===== src/rtl/sensor_acq_buffer.sv =====
// sensor_acq_buffer: periodic req/ack sample acquisition from the raw sensor
// port. Samples are held in a small FIFO and handed to the AXI wrapper as
// single-cycle sensor_ready/sensor_out strobes. A request that is never
// acknowledged raises a sticky timeout flag. Samples that arrive while the
// FIFO is full are discarded and counted in a saturating drop counter.
module sensor_acq_buffer #(
  parameter int DATA_W     = 32,
  parameter int PERIOD     = 16,
  parameter int TIMEOUT    = 64,
  parameter int FIFO_DEPTH = 4
) (
  input  logic              clk,
  input  logic              rst,
  input  logic              sensor_en,
  input  logic              sensor_hold,
  output logic              sensor_ready,
  output logic [DATA_W-1:0] sensor_out,
  output logic              raw_req,
  input  logic              raw_ack,
  input  logic [DATA_W-1:0] raw_data,
  output logic              timeout_err,
  output logic [7:0]        drop_cnt
);

  localparam int AW = $clog2(FIFO_DEPTH);
  localparam int TW = $clog2(TIMEOUT);
  localparam int PW = (PERIOD > 1) ? $clog2(PERIOD) : 1;

  localparam logic [TW-1:0] TMO_LAST  = TW'(TIMEOUT - 1);
  localparam logic [TW-1:0] TMO_ONE   = TW'(1);
  localparam logic [PW-1:0] WAIT_LAST = PW'(PERIOD - 1);
  localparam logic [PW-1:0] WAIT_ONE  = PW'(1);
  localparam logic [AW:0]   PTR_ONE   = (AW + 1)'(1);

  typedef enum logic [1:0] {
    ST_IDLE = 2'd0,
    ST_REQ  = 2'd1,
    ST_WAIT = 2'd2
  } state_t;

  state_t            state_r;
  logic [TW-1:0]     tmo_cnt_r;
  logic [PW-1:0]     wait_cnt_r;
  logic [AW:0]       wr_ptr_r;
  logic [AW:0]       rd_ptr_r;
  logic [DATA_W-1:0] mem_r [FIFO_DEPTH];

  logic empty_s;
  logic full_s;
  logic push_s;
  logic pop_s;
  logic wr_ok_s;
  logic drop_s;

  // FIFO status and the push/pop/drop decisions for the current cycle
  always_comb begin
    empty_s = (wr_ptr_r == rd_ptr_r);
    full_s  = (wr_ptr_r[AW] != rd_ptr_r[AW]) &&
              (wr_ptr_r[AW-1:0] == rd_ptr_r[AW-1:0]);
    // raw_ack only means something while a request is outstanding
    push_s  = sensor_en && (state_r == ST_REQ) && raw_ack;
    pop_s   = sensor_en && !sensor_hold && !empty_s;
    // a pop in the same cycle frees the slot, so a full FIFO still accepts
    wr_ok_s = push_s && (!full_s || pop_s);
    drop_s  = push_s && full_s && !pop_s;
  end

  // Request sequencer: IDLE -> REQ -> WAIT -> REQ, with timeout and sticky error
  always_ff @(posedge clk or negedge rst) begin
    if (!rst) begin
      state_r     <= ST_IDLE;
      raw_req     <= 1'b0;
      tmo_cnt_r   <= {TW{1'b0}};
      wait_cnt_r  <= {PW{1'b0}};
      timeout_err <= 1'b0;
    end else if (!sensor_en) begin
      state_r     <= ST_IDLE;
      raw_req     <= 1'b0;
      tmo_cnt_r   <= {TW{1'b0}};
      wait_cnt_r  <= {PW{1'b0}};
      timeout_err <= 1'b0;
    end else begin
      case (state_r)
        ST_IDLE: begin
          // first request goes out immediately after enable
          state_r   <= ST_REQ;
          raw_req   <= 1'b1;
          tmo_cnt_r <= {TW{1'b0}};
        end
        ST_REQ: begin
          if (raw_ack) begin
            // an ack on the final timeout cycle still counts as success
            state_r    <= ST_WAIT;
            raw_req    <= 1'b0;
            wait_cnt_r <= {PW{1'b0}};
          end else if (tmo_cnt_r == TMO_LAST) begin
            timeout_err <= 1'b1;
            state_r     <= ST_WAIT;
            raw_req     <= 1'b0;
            wait_cnt_r  <= {PW{1'b0}};
          end else begin
            tmo_cnt_r <= tmo_cnt_r + TMO_ONE;
          end
        end
        ST_WAIT: begin
          if (wait_cnt_r == WAIT_LAST) begin
            state_r   <= ST_REQ;
            raw_req   <= 1'b1;
            tmo_cnt_r <= {TW{1'b0}};
          end else begin
            wait_cnt_r <= wait_cnt_r + WAIT_ONE;
          end
        end
        default: begin
          state_r <= ST_IDLE;
          raw_req <= 1'b0;
        end
      endcase
    end
  end

  // FIFO pointers and saturating drop counter; disable flushes both
  always_ff @(posedge clk or negedge rst) begin
    if (!rst) begin
      wr_ptr_r <= {(AW + 1){1'b0}};
      rd_ptr_r <= {(AW + 1){1'b0}};
      drop_cnt <= 8'd0;
    end else if (!sensor_en) begin
      wr_ptr_r <= {(AW + 1){1'b0}};
      rd_ptr_r <= {(AW + 1){1'b0}};
      drop_cnt <= 8'd0;
    end else begin
      if (wr_ok_s) begin
        wr_ptr_r <= wr_ptr_r + PTR_ONE;
      end
      if (pop_s) begin
        rd_ptr_r <= rd_ptr_r + PTR_ONE;
      end
      if (drop_s && (drop_cnt != 8'hFF)) begin
        drop_cnt <= drop_cnt + 8'd1;
      end
    end
  end

  // Sample storage; contents are only meaningful between the pointers
  always_ff @(posedge clk or negedge rst) begin
    if (!rst) begin
      for (int i = 0; i < FIFO_DEPTH; i++) begin
        mem_r[i] <= {DATA_W{1'b0}};
      end
    end else if (wr_ok_s) begin
      mem_r[wr_ptr_r[AW-1:0]] <= raw_data;
    end
  end

  // Output strobe register; sensor_out keeps the last delivered sample
  always_ff @(posedge clk or negedge rst) begin
    if (!rst) begin
      sensor_ready <= 1'b0;
      sensor_out   <= {DATA_W{1'b0}};
    end else begin
      sensor_ready <= pop_s;
      if (pop_s) begin
        sensor_out <= mem_r[rd_ptr_r[AW-1:0]];
      end
    end
  end

endmodule


===== config.mk =====
export PLATFORM = sky130hd
export DESIGN_NAME = sensor_acq_buffer
export DESIGN_NICKNAME = d
export VERILOG_FILES = /design/src/rtl/sensor_acq_buffer.sv
export SDC_FILE = /design/constraint.sdc
export NUM_CORES = 1
export LEC_CHECK = 0
export BUFFER_PORTS_ARGS = -buffer_cell sky130_fd_sc_hd__buf_2
export CORE_MARGIN = 4
export CORE_UTILIZATION = 55
export DETAILED_ROUTE_END_ITERATION = 10
export PLACE_DENSITY = 0.76
export SYNTH_ARGS = -nofsm -noshare
export SYNTH_HDL_FRONTEND = slang
export SYNTH_SLANG_ARGS = --single-unit

===== constraint.sdc =====
create_clock -name clk -period 2.6 [get_ports clk]
set_clock_uncertainty 0.1 [all_clocks]
set_input_delay 0.13 -clock clk [delete_from_list [all_inputs] [get_ports clk]]
set_output_delay 0.13 -clock clk [all_outputs]
set_load 0.005 [all_outputs]

==> impl_metrics.py, run 1 <==
metrics = {
    "layout": {
        "final_nets": 698,
        "drive_gt1_frac": 0.491,
        "diodes": 0,
        "fin_area_sq_um": 10000,
        "synthToLayoutAreaGrowth_pct": 18.6,
    },
    "critical_path": {
        "crit_slowest_cell": "a41oi_4",
        "worstPathArrival_ns": 2.49,
        "required_ns": 2.80,
        "worst_setup_path_end_kind": "flip-flop",
        "cp_num_cells": 4,
        "criticalPathCategory": "reg -> reg",
        "cp_max_fo": 32,
        "r2r-start": "state_r[1]$_DFFE_PN0P_",
        "cp_cell_sequence": "nand4b_1 -> a41oi_4 -> nand2_4 -> mux2_2",
        "critPathLaunchType": "flip-flop",
        "slowest_delay_ns": 0.49,
        "cp_top_family": "simple AND/OR/NAND/NOR gates",
        "cp_num_buf_inv": 0,
        "rr_worst_depth": 4,
        "cp-startpoint": "state_r[1]$_DFFE_PN0P_",
    },
    "die": {
        "die_h_microns": 132,
        "rows": 45,
        "core_area_sq_um": 15100,
        "initial_core_util": 0.558,
        "dieArea_sq_um": 17400,
        "dieWidth_microns": 132,
        "io_pins": 80,
    },
    "pwr": {
        "finalPower_mw": 7.76,
        "ir_worst_vdd_mv": 0.496,
        "power.density_nw_per_um2": 773,
        "leakage_nw": 4.89,
    },
    "placed_design": {
        "io_buffers": 79,
        "placed_area_sq_um": 9050,
        "hpwlAfterDp_microns": 10600,
        "gp_congestion": 0.785,
    },
    "sta": {
        "hold_viol_final": 0,
        "slew_headroom": 0.523,
        "fin_setup_tns_ns": 0,
        "holdWs_ns": 0.0897,
        "tightestPinTransition_ns": 0.716,
        "finalMaxSlewViolations": 0,
        "max_freq_mhz": 436,
        "fin_crit_sh": 0.881,
        "final.min_clock_period_ns": 2.29,
        "rsz0062_at_grt": "no",
        "setup_viol": 0,
    },
    "clock_network": {
        "cts_tree": "yes",
        "cts_buffer_depth": 2,
        "cts_buffers": 17,
        "postCtsSetupBuffers": 0,
        "root_buffer": "clkbuf_16",
        "clkSinkCount": 188,
        "cts_max_level": 4,
        "cts.clk_slew.worst_paths_ns": 0.07,
        "cts-hold-fix-buffers": 35,
        "clk_latency_ns": 0.42,
        "cts_resized": 0,
    },
    "logic_synthesis": {
        "netlist_area_sq_um": 8460,
        "synth_top_area_cell": "dfrtp_1",
        "ys_types": 47,
        "synth.avg_cell_area_sq_um": 15.9,
        "synth_edf_count": 0,
        "synth_ff_type": "dfrtp_1",
        "synthCells": 532,
        "synthMuxAreaShare": 0.321,
        "syn_nets": 577,
        "synth_top_family_by_area": "multiplexers",
        "synth_compound_area_frac": 0.0339,
        "ys_top_cells_by_area": "dfrtp_1 56%, mux2_2 18%, mux4_2 8.5%, mux2_4 5.3%, buf_6 1.7%",
        "ys_seq_area_frac": 0.556,
        "ys_ff_latch": 188,
        "synthXorXnorAreaFrac": 0.00902,
        "synth_top_area_frac": 0.556,
        "async_flop_share": 1.00,
        "synthAdderAreaFrac": 0.0118,
        "synthSimpleGateAreaFrac": 0.0429,
        "yosysWarnings": 0,
    },
    "route": {
        "drc": 0,
        "vias": 4941,
        "vias_per_cell": 5.79,
        "finalWirelength_microns": 16700,
        "drtIter0Drc": 346,
        "first_pass_iters": 4,
        "detail-route-antenna-nets": 0,
        "routedWlPerCell_microns": 19.6,
    },
    "min_path": {
        "min_path_type": "in -> reg",
        "hold_depth": 3,
        "min_from": "raw_ack",
    },
    "global_route": {
        "antenna_found_initial": 0,
        "grt_pass1_vias": 5411,
        "gr-total-overflow": 0,
        "grtUsageTotal": 0.203,
        "grt_pass1_wl_microns": 28100,
        "grt_start_max_net_pins": 90,
    },
    "run_status": {
        "status": "completed",
    },
    "flow_run": {
        "cap_violations": 0,
    },
}
## cell usage after synthesis (all sizes together) (3+ instances only)
library cell and number:
a21oi 4, a221o 3, and3 3, buf 19, clkbuf 5, dfrtp 188, ha 8, inv 4
mux2 162, mux2i 6, mux4 32, nand2 22, nand2b 3, nand3 9, nor2 8, nor3 6
o21ai 7, o21bai 3, o2bb2ai 3, xnor2 5
## sequential cells by signal (all words and copies together), names as in the netlist
name and count:
wr_ptr_r 3, sensor_out 32, drop_cnt 8, timeout_err 1, tmo_cnt_r 6, wait_cnt_r 4
sensor_ready 1, rd_ptr_r 3, state_r 2, mem_r 128
## through the flow
stage | instances | util | worst slack [ns]
global placement | 787 | 0.598 | 0.396
detailed placement | 787 | 0.598 | 0.307
global route | 854 | 0.662 | 0.190
floorplan | 532 | - | 0.600
CTS | 854 | 0.662 | 0.296
finish | 854 | 0.662 | 0.309
## final timing paths
| check | endpoint | slack [ns] |
|---|---|---|
| min in group asynchronous | mem_r[41]$_DFFE_PN0P_ | 0.23 |
| setup reg to reg | mem_r[119]$_DFFE_PN0P_ | 0.31 |
| hold reg to reg | sensor_out[10]$_DFFE_PN0P_ | 0.40 |
| hold / removal | state_r[1]$_DFFE_PN0P_ | 0.09 |
| setup / recovery | mem_r[119]$_DFFE_PN0P_ | 0.31 |
| max in group asynchronous | sensor_out[28]$_DFFE_PN0P_ | 1.29 |
## area by class of cell
type / count / area, sq um
sequential: 188 / 4710
tap: 188 / 235
clock inverter: 6 / 105
multi-input combinational: 316 / 3550
inverter: 4 / 15.0
clock buffer: 26 / 519
fill: 1054 / 5120
timing repair buffer: 126 / 895
## worst reg2reg max path, cell delays in order (launching register included)
cell and delay [ns]:
dfrtp_1 0.43, nand4b_1 0.32, a41oi_4 0.49, nand2_4 0.41, mux2_2 0.42
## cells in the final DEF, fill, tap and decap left out, drive strengths merged, types with 7 or more instances in the layout
| master | instances |
|---|---|
| o21ai | 7 |
| ha | 8 |
| nand2 | 22 |
| buf | 90 |
| nor2 | 8 |
| nand3 | 9 |
| dlygate4sd3 | 35 |
| mux4 | 32 |
| mux2 | 162 |
| dfrtp | 188 |
| clkbuf | 27 |
## power by group
| group | total, mW | switching (mW) | internal (mW) |
|---|---|---|---|
| clock | 2.71 | 1.05 | 1.67 |
| sequential | 3.71 | 0.284 | 3.43 |
| combinational | 1.33 | 0.493 | 0.840 |
| total | 7.76 | 1.82 | 5.93 |
## per-layer routing
layer | GRT usage | up-vias | routed length, microns
met5 | 0 | - | 0
li1 | - | 2224 | -
met2 | 0.341 | 102 | 8540
met3 | 0.0515 | 21 | 563
met4 | 0.0502 | 0 | 173
met1 | 0.267 | 2594 | 7460
## kinds of logic (layout without fill, tap and decap cells)
family | after synthesis | in the layout
AO/OA/AOI/OAI | 35 | 35
XOR/XNOR | 7 | 7
adder cells (fa/ha/maj) | 8 | 8
buffers and inverters | 28 | 162
flip-flops | 188 | 188
multiplexers | 200 | 200
AND/OR/NAND/NOR | 66 | 66
Note: power is estimated with default switching activity, not from simulation.
==> run 2, diff against run 1 <==
Settings changed: CORE_ASPECT_RATIO set to 0.75.
==> run 2 against run 1 <==
Effect of this change:
- clock power decreased by 5%
- highest routed layer unchanged
- non-clock buffer count decreased by 7
- combinational power about the same
- critical path depth increased by 2
- first-iteration DRC count decreased by 33%
==> impl_metrics.py, run 2 (synthesis gave the netlist of run 1 again) <==
metrics = {
    "die": {
        "initial_core_util": 0.574,
        "dieArea_sq_um": 17400,
        "io_pins": 80,
        "dieWidth_microns": 151,
        "die_h_microns": 115,
        "core_area_sq_um": 14700,
        "rows": 38,
    },
    "clock_network": {
        "postCtsSetupBuffers": 0,
        "clk_latency_ns": 0.42,
        "cts_buffer_depth": 2,
        "cts.clk_slew.worst_paths_ns": 0.06,
        "clkSinkCount": 188,
        "cts_resized": 0,
        "root_buffer": "clkbuf_16",
        "cts_max_level": 4,
        "cts_tree": "yes",
        "cts_buffers": 17,
    },
    "critical_path": {
        "cp_top_family": "buffers and inverters",
        "worst_setup_path_end_kind": "flip-flop",
        "slowest_delay_ns": 0.52,
        "regToRegSetupSlack_ns": 0.25,
        "criticalPathCategory": "in -> reg",
        "cp_num_buf_inv": 2,
        "crit_slowest_cell": "dlygate4sd3_1",
        "worstPathArrival_ns": 2.56,
        "required_ns": 2.80,
        "cp_cell_sequence": "dlygate4sd3_1 -> buf_2 -> nand4b_1 -> a41oi_4 -> nand2_4 -> mux2_4",
        "cp_max_fo": 32,
        "critPathLaunchType": "primary input",
    },
    "layout": {
        "largest_reg_flops": 128,
        "regMostFlops": "mem_r",
        "top_regs": "mem_r x128, sensor_out x32, drop_cnt x8",
        "synthToLayoutAreaGrowth_pct": 17.5,
        "layout.cells.non_filler": 860,
        "drive_gt1_frac": 0.489,
        "ff_latch_area_sq_um": 4710,
        "multi_input_area_sq_um": 3550,
        "final_nets": 691,
        "final_cell_mix": "186 x dfrtp_1, 132 x mux2_2, 78 x buf_2",
        "fillerInstances": 1023,
        "fin_area_sq_um": 9940,
        "final_common_cell": "dfrtp_1",
    },
    "global_route": {
        "grt_pass1_wl_microns": 27900,
        "gr-total-overflow": 0,
        "antenna_found_initial": 1,
        "grtUsageTotal": 0.208,
        "grt_pass1_vias": 5430,
        "grt_start_max_net_pins": 74,
    },
    "route": {
        "wl_met2_microns": 8150,
        "wl_met1_microns": 7790,
        "vias_per_cell": 5.69,
        "drc": 0,
        "finalWirelength_microns": 16700,
        "drtIter0Drc": 231,
        "routed.top_layer": "met4",
        "first_pass_iters": 4,
        "detail-route-antenna-nets": 0,
        "vias": 4892,
        "wl_met3_microns": 578,
        "routedWlPerCell_microns": 19.5,
    },
    "pwr": {
        "p_int_mw": 5.75,
        "clkPwrFrac": 0.337,
        "ir_worst_vdd_mv": 0.471,
        "p_sw_frac": 0.244,
        "finalPower_mw": 7.61,
        "combPwrFrac": 0.177,
        "leakage_nw": 4.81,
        "pwr-share-seq": 0.486,
        "power.density_nw_per_um2": 765,
        "p_sw_mw": 1.86,
    },
    "sta": {
        "fin_crit_sh": 0.906,
        "finalMaxSlewViolations": 0,
        "slew_headroom": 0.526,
        "fin_setup_tns_ns": 0,
        "final.min_clock_period_ns": 2.35,
        "max_freq_mhz": 425,
        "hold_viol_final": 0,
        "holdWs_ns": 0.0860,
        "setup_viol": 0,
        "tightestPinTransition_ns": 0.712,
        "rsz0062_at_grt": "no",
    },
    "placed_design": {
        "placed_area_sq_um": 9000,
        "placed_cells": 792,
        "hpwlAfterDp_microns": 10400,
        "io_buffers": 79,
        "gp_congestion": 0.796,
    },
    "flow_run": {
        "cap_violations": 0,
    },
    "run_status": {
        "status": "completed",
    },
    "min_path": {
        "min_path_type": "in -> reg",
    },
}
## run 2: cell count changes in the layout (fill, tap and decap cells not counted), sizes merged
cell and delta:
buf -6, clkinvlp +5, clkinv +1, diode +1
clkbuf -6, bufinv -1
## run 2: tightest hold or removal path, stage by stage
cell      delay (ns)
buf_2           0.11
o21ba_2         0.19
o21bai_1        0.14
## run 2: path summary, 6_finish.rpt
| path | startpoint | cells past startpoint | endpoint |
|---|---|---|---|
| setup / recovery | sensor_en | 6 | mem_r[75]$_DFFE_PN0P_ |
| hold / removal | raw_ack | 3 | state_r[1]$_DFFE_PN0P_ |
| setup reg to reg | state_r[1]$_DFFE_PN0P_ | 4 | mem_r[75]$_DFFE_PN0P_ |
| hold reg to reg | mem_r[43]$_DFFE_PN0P_ | 1 | mem_r[43]$_DFFE_PN0P_ |
| max in group asynchronous | rst | 3 | mem_r[37]$_DFFE_PN0P_ |
| min in group asynchronous | rst | 2 | mem_r[111]$_DFFE_PN0P_ |
## run 2: power by group through the flow
stage	sequential [mW]	clock [mW]	combinational (mW)
2_1_floorplan	3.69	0	0.810
6_report	3.70	2.57	1.35
5_1_grt	3.76	2.75	1.49
3_5_place_dp	3.75	0	1.32
4_1_cts	3.70	2.62	1.38
3_3_place_gp	3.71	0	1.28
## run 2: what timing repair did
| action | 4_1_cts | 5_1_grt |
|---|---|---|
| setup endpoints to repair | 0 | 0 |
| hold buffers | 35 | 0 |
| hold endpoints to repair | 192 | 0 |
## run 2: final cells by class
cell class,instances,share of cell area
clock buffers,21,0.0473
diodes,1,0.000252
inverters,4,0.00151
clock inverters,11,0.0118
multi-input cells,316,0.357
repair buffers,119,0.0832
well taps,200,0.0252
flip-flops and latches,188,0.473
## run 2: layer usage
layer,GRT usage,vias up
li1,-,2215
met1,0.286,2570
met2,0.332,90
met3,0.0441,17
met4,0.0713,0
met5,0,-
## run 2: through the flow
step	setup WS, ns	utilization
2_1_floorplan	0.600	-
3_3_place_gp	0.342	0.611
3_5_place_dp	0.258	0.611
4_1_cts	0.238	0.674
5_1_grt	0.111	0.675
6_report	0.245	0.675
